[src/rtl/if_stage.sv]
// Instruction fetch stage: owns the fetch PC, runs a single-outstanding imem
// handshake, and feeds the IF/ID register through a one-entry skid buffer.
module if_stage #(
  parameter logic [31:0] RESET_PC = 32'hBFC0_0000
) (
  input  logic        clk,
  input  logic        rst,
  input  logic        stall_i,
  input  logic        redirect_i,
  input  logic [31:0] redirect_pc_i,
  output logic        imem_req_o,
  output logic [31:0] imem_addr_o,
  input  logic        imem_ack_i,
  input  logic [31:0] imem_rdata_i,
  output logic [31:0] instruction_o,
  output logic [31:0] pc_o,
  output logic [31:0] pc_plus_4_o,
  output logic        valid_o
);

  typedef enum logic [1:0] {IDLE, FETCH, WAIT_SLOT, DRAIN} state_e;

  state_e      state_q, state_d;
  logic [31:0] fetch_pc_q, fetch_pc_d;
  logic [31:0] pending_pc_q, pending_pc_d;
  logic [31:0] skid_instr_q, skid_instr_d;
  logic [31:0] skid_pc_q, skid_pc_d;
  logic [31:0] instr_q, instr_d;
  logic [31:0] pc_q, pc_d;
  logic [31:0] pc_plus_4_q, pc_plus_4_d;
  logic        valid_q, valid_d;

  logic [31:0] redirect_aligned;
  logic [31:0] fetch_pc_inc;
  logic        slot_free;

  assign redirect_aligned = redirect_pc_i & 32'hFFFF_FFFC;
  assign fetch_pc_inc     = fetch_pc_q + 32'd4;
  assign slot_free        = !valid_q || !stall_i;

  assign imem_req_o    = (state_q == FETCH) || (state_q == DRAIN);
  assign imem_addr_o   = fetch_pc_q;
  assign instruction_o = instr_q;
  assign pc_o          = pc_q;
  assign pc_plus_4_o   = pc_plus_4_q;
  assign valid_o       = valid_q;

  // The skid holds live data only while in WAIT_SLOT, so leaving that state
  // on a redirect is what clears it.
  always_comb begin
    state_d      = state_q;
    fetch_pc_d   = fetch_pc_q;
    pending_pc_d = pending_pc_q;
    skid_instr_d = skid_instr_q;
    skid_pc_d    = skid_pc_q;
    instr_d      = instr_q;
    pc_d         = pc_q;
    pc_plus_4_d  = pc_plus_4_q;
    valid_d      = valid_q && stall_i;

    unique case (state_q)
      IDLE: state_d = FETCH;
      FETCH: begin
        if (redirect_i) begin
          valid_d = 1'b0;
          if (imem_ack_i) begin
            fetch_pc_d = redirect_aligned;
          end else begin
            pending_pc_d = redirect_aligned;
            state_d      = DRAIN;
          end
        end else if (imem_ack_i) begin
          fetch_pc_d = fetch_pc_inc;
          if (slot_free) begin
            instr_d     = imem_rdata_i;
            pc_d        = fetch_pc_q;
            pc_plus_4_d = fetch_pc_inc;
            valid_d     = 1'b1;
          end else begin
            skid_instr_d = imem_rdata_i;
            skid_pc_d    = fetch_pc_q;
            state_d      = WAIT_SLOT;
          end
        end
      end
      WAIT_SLOT: begin
        if (redirect_i) begin
          valid_d    = 1'b0;
          fetch_pc_d = redirect_aligned;
          state_d    = FETCH;
        end else if (!stall_i) begin
          instr_d     = skid_instr_q;
          pc_d        = skid_pc_q;
          pc_plus_4_d = skid_pc_q + 32'd4;
          valid_d     = 1'b1;
          state_d     = FETCH;
        end
      end
      DRAIN: begin
        // The old response is thrown away; the newest target wins.
        if (redirect_i) begin
          valid_d      = 1'b0;
          pending_pc_d = redirect_aligned;
          if (imem_ack_i) begin
            fetch_pc_d = redirect_aligned;
            state_d    = FETCH;
          end
        end else if (imem_ack_i) begin
          fetch_pc_d = pending_pc_q;
          state_d    = FETCH;
        end
      end
      default: state_d = IDLE;
    endcase
  end

  always_ff @(posedge clk or posedge rst) begin
    if (rst) begin
      state_q      <= IDLE;
      fetch_pc_q   <= RESET_PC;
      pending_pc_q <= 32'd0;
      skid_instr_q <= 32'd0;
      skid_pc_q    <= 32'd0;
      instr_q      <= 32'd0;
      pc_q         <= 32'd0;
      pc_plus_4_q  <= 32'd0;
      valid_q      <= 1'b0;
    end else begin
      state_q      <= state_d;
      fetch_pc_q   <= fetch_pc_d;
      pending_pc_q <= pending_pc_d;
      skid_instr_q <= skid_instr_d;
      skid_pc_q    <= skid_pc_d;
      instr_q      <= instr_d;
      pc_q         <= pc_d;
      pc_plus_4_q  <= pc_plus_4_d;
      valid_q      <= valid_d;
    end
  end

endmodule

[config.mk]
export PLATFORM = sky130hd
export DESIGN_NAME = if_stage
export DESIGN_NICKNAME = d
export VERILOG_FILES = /design/src/rtl/if_stage.sv
export SDC_FILE = /design/constraint.sdc
export NUM_CORES = 1
export LEC_CHECK = 0
export CAP_MARGIN = 10
export CORE_MARGIN = 2
export CORE_UTILIZATION = 35
export DETAILED_ROUTE_END_ITERATION = 6
export PLACE_DENSITY_LB_ADDON = 0.25
export SETUP_SLACK_MARGIN = 0.2
export SLEW_MARGIN = 10
export SYNTH_ARGS = -nofsm -noshare
export SYNTH_HDL_FRONTEND = slang
export SYNTH_SLANG_ARGS = --single-unit
[constraint.sdc]
create_clock -name clk -period 6.92 [get_ports clk]
set_input_delay 1.384 -clock clk [delete_from_list [all_inputs] [get_ports clk]]
set_output_delay 1.384 -clock clk [all_outputs]
set_load 0.01 [all_outputs]
==> reports/summary.txt <==
syn_area_per_cell -> 9.62 um^2
DR iter-0 viols -> 841
Yosys top cell area share -> 0.454
first-pass GRT wire length -> 57200 um
synth top area cells -> dfrtp_1 (45%), nand2_1 (7.7%), mux2_4 (6.1%)
Max transition margin -> 0.217
most frequent cell after synthesis -> nand2_1
HP Class -> flip-flop to flip-flop
Fillers -> 3277
share of cells above drive strength 1 -> 0.128
clock buffer depth -> 3
post-synthesis sequential area ratio -> 0.474
hold_buf cts -> 0
Period minus WS final -> 3.94 ns
TritonCTS clock tree -> built
mapped cell area -> 11800 um^2
DRC viols -> 0
critical path endpoint category -> flip-flop
Worst Setup Path Type -> input pin to flip-flop
diode count -> 0
I/O pin cnt -> 199
setup_tns -> 0 ns
post-CTS resize count -> 0
Arr. time, crit path -> 4.39 ns
drt first pass iters -> 5
leak pwr -> 6.36 nW
routability cong. -> 0.849
WL/cell -> 20.0 um
total die area -> 35200 um^2
PD cells -> 314 nW/um^2
Worst VDD drop -> 0.210 mV
HPWL after DPL -> 24500 um
fin area -> 14900 um^2
hold_sp -> pc_plus_4_o[16]
post-synthesis cell type count -> 70
CTS buffer count -> 27
R2R Path End -> pending_pc_q[9]
FF+latch count, synth -> 223
routed vias/inst -> 5.45
via count -> 9989
asr flop ratio synth -> 1.00
# Post-CTS Setup Buffers -> 0
DRT Wirelength -> 36600 um
RSZ-0062 raised after global routing -> no
Reg2Reg Depth -> 4
Fin. Hold Viols -> 0
number of global-route vias before repair -> 9542
period utilization -> 0.569
worst reg-to-reg setup slack -> 3.59 ns
Worst Path Max Fanout -> 89
Starting Density -> 0.354
Nets -> 1437
largest net degree at the start of global routing -> 160
Hold Path Stages -> 2
Fmax -> 254 MHz
GRT Util Overall -> 0.203
CORE AREA -> 33400 um^2
status -> finished, final reports clean
row cnt -> 67
Antenna Nets Post-Route -> 0
max_cap viols -> 0
clk sinks -> 223
Post-synth top cells -> nand2_1 (243), dfrtp_1 (214), nor2_1 (99)
PortBufs -> 196
Layout Skew -> 0.0101 ns
number of synthesis warnings -> 0
DIE WIDTH -> 188 um
CP startpoint kind -> input pin
layout overhead on the synthesized area -> 26.6%
hold path endpoint -> pc_plus_4_o[16]
clock latency at the later pin of the worst-skew pair -> 0.54 ns
CP required -> 7.38 ns
Pins Over Slew Limit -> 0
Syn Nets -> 1298
Die Y -> 188 um
gr ovfl total -> 0
initial antenna violation count -> 1
Root Driver -> clkbuf_16
Synth Flop Type -> dfrtp_1
worst reg2reg path startpoint -> state_q[0]
post-synth top area cell -> dfrtp_1
Placed Area -> 14000 um^2
clock slew at reported path FFs -> 0.06 ns
CTS HTree Levels -> 1
Post-synth EDFFs -> 0
Gate Count Post-Synth -> 1227
Slew @ Worst Pin -> 1.17 ns
final setup fails -> 0
==> sequential cells by signal (all words and copies together) (netlist names) <==
| signal | count |
|---|---|
| imem_addr_o | 32 |
| instruction_o | 32 |
| pc_o | 32 |
| pc_plus_4_o | 30 |
| pending_pc_q | 30 |
| skid_instr_q | 32 |
| skid_pc_q | 32 |
| state_q | 2 |
| valid_o | 1 |
==> worst max-delay path, stage by stage <==
cell     delay [ns]
buf_2          0.39
buf_4          0.40
nor2b_1        0.32
a31oi_1        0.24
nor2_4         0.15
buf_4          0.40
buf_4          0.77
nor2_1         0.11
a31oi_1        0.18
==> final cells by class <==
| class | instances | area, um^2 | share of cell area |
|---|---|---|---|
| clock buffers | 31 | 731 | 0.0489 |
| clock inverters | 17 | 226 | 0.0152 |
| inverters | 27 | 105 | 0.00703 |
| repair buffers | 211 | 2080 | 0.139 |
| well taps | 448 | 561 | 0.0375 |
| flip-flops and latches | 223 | 5590 | 0.374 |
| multi-input cells | 876 | 5660 | 0.378 |
==> cell families after synthesis <==
kind of cell / after synthesis / share of synthesized area
AO/OA/AOI/OAI: 275 / 0.160
buffers and inverters: 128 / 0.0506
AND/OR/NAND/NOR: 459 / 0.176
multiplexers: 93 / 0.102
XOR/XNOR: 47 / 0.0349
adder cells (fa/ha/maj): 2 / 0.00212
flip-flops: 223 / 0.474
==> report_power, final <==
part	leakage, nW	internal, mW	switching, mW
Combinational	3.21	0.680	0.542
Clock	0.460	0.941	0.586
Sequential	2.69	1.62	0.331
Total	6.36	3.24	1.46
==> cell usage in the layout, fill, tap and decap left out, types with 10 or more instances in the layout <==
master,synthesis,final
nand3_1,23,23
buf_4,6,14
a31oi_1,77,77
xor2_1,23,23
dfrtp_1,214,214
mux2i_1,14,14
inv_1,27,26
mux2_4,48,48
nand2_1,243,243
clkdlybuf4s50_1,0,194
and3_1,13,13
mux2_2,31,31
o22ai_1,12,12
o221ai_1,10,10
o31ai_1,20,20
xnor2_1,24,24
a222oi_1,11,11
nor2_1,99,98
o21ai_0,53,53
nand4_1,23,23
a22o_1,14,14
a21oi_1,18,18
clkbuf_16,0,27
==> how the worst max path moves through the flow <==
stage               cells after the start  slack (ns)        from           endpoint
global route                            9        2.71  imem_ack_i  instruction_o[26]
CTS                                     9        2.99  imem_ack_i  instruction_o[31]
detailed placement                      9        2.43  imem_ack_i  instruction_o[31]
floorplan                               1        2.63         rst     imem_addr_o[0]
global placement                        8        2.51  imem_ack_i           pc_o[22]
finish                                  9        2.98  imem_ack_i  instruction_o[31]
==> stage by stage <==
step | std cells | util | power (mW) | hold slack, ns | setup WS, ns
2_1_floorplan | 1227 | - | 2.54 | 0.450 | 2.63
3_3_place_gp | 1785 | 0.419 | 3.16 | 0.462 | 2.51
3_5_place_dp | 1785 | 0.419 | 3.19 | 0.471 | 2.43
4_1_cts | 1833 | 0.448 | 4.74 | 0.484 | 2.99
5_1_grt | 1833 | 0.448 | 4.93 | 0.519 | 2.71
6_report | 1833 | 0.448 | 4.70 | 0.483 | 2.98
==> layer usage <==
layer,up-vias,track usage,wire (um)
li1,4673,-,-
met1,4885,0.303,17500
met2,379,0.308,15900
met3,52,0.0294,2410
met4,0,0.0515,783
met5,-,0,0
Power figures use the tool's default switching activity.
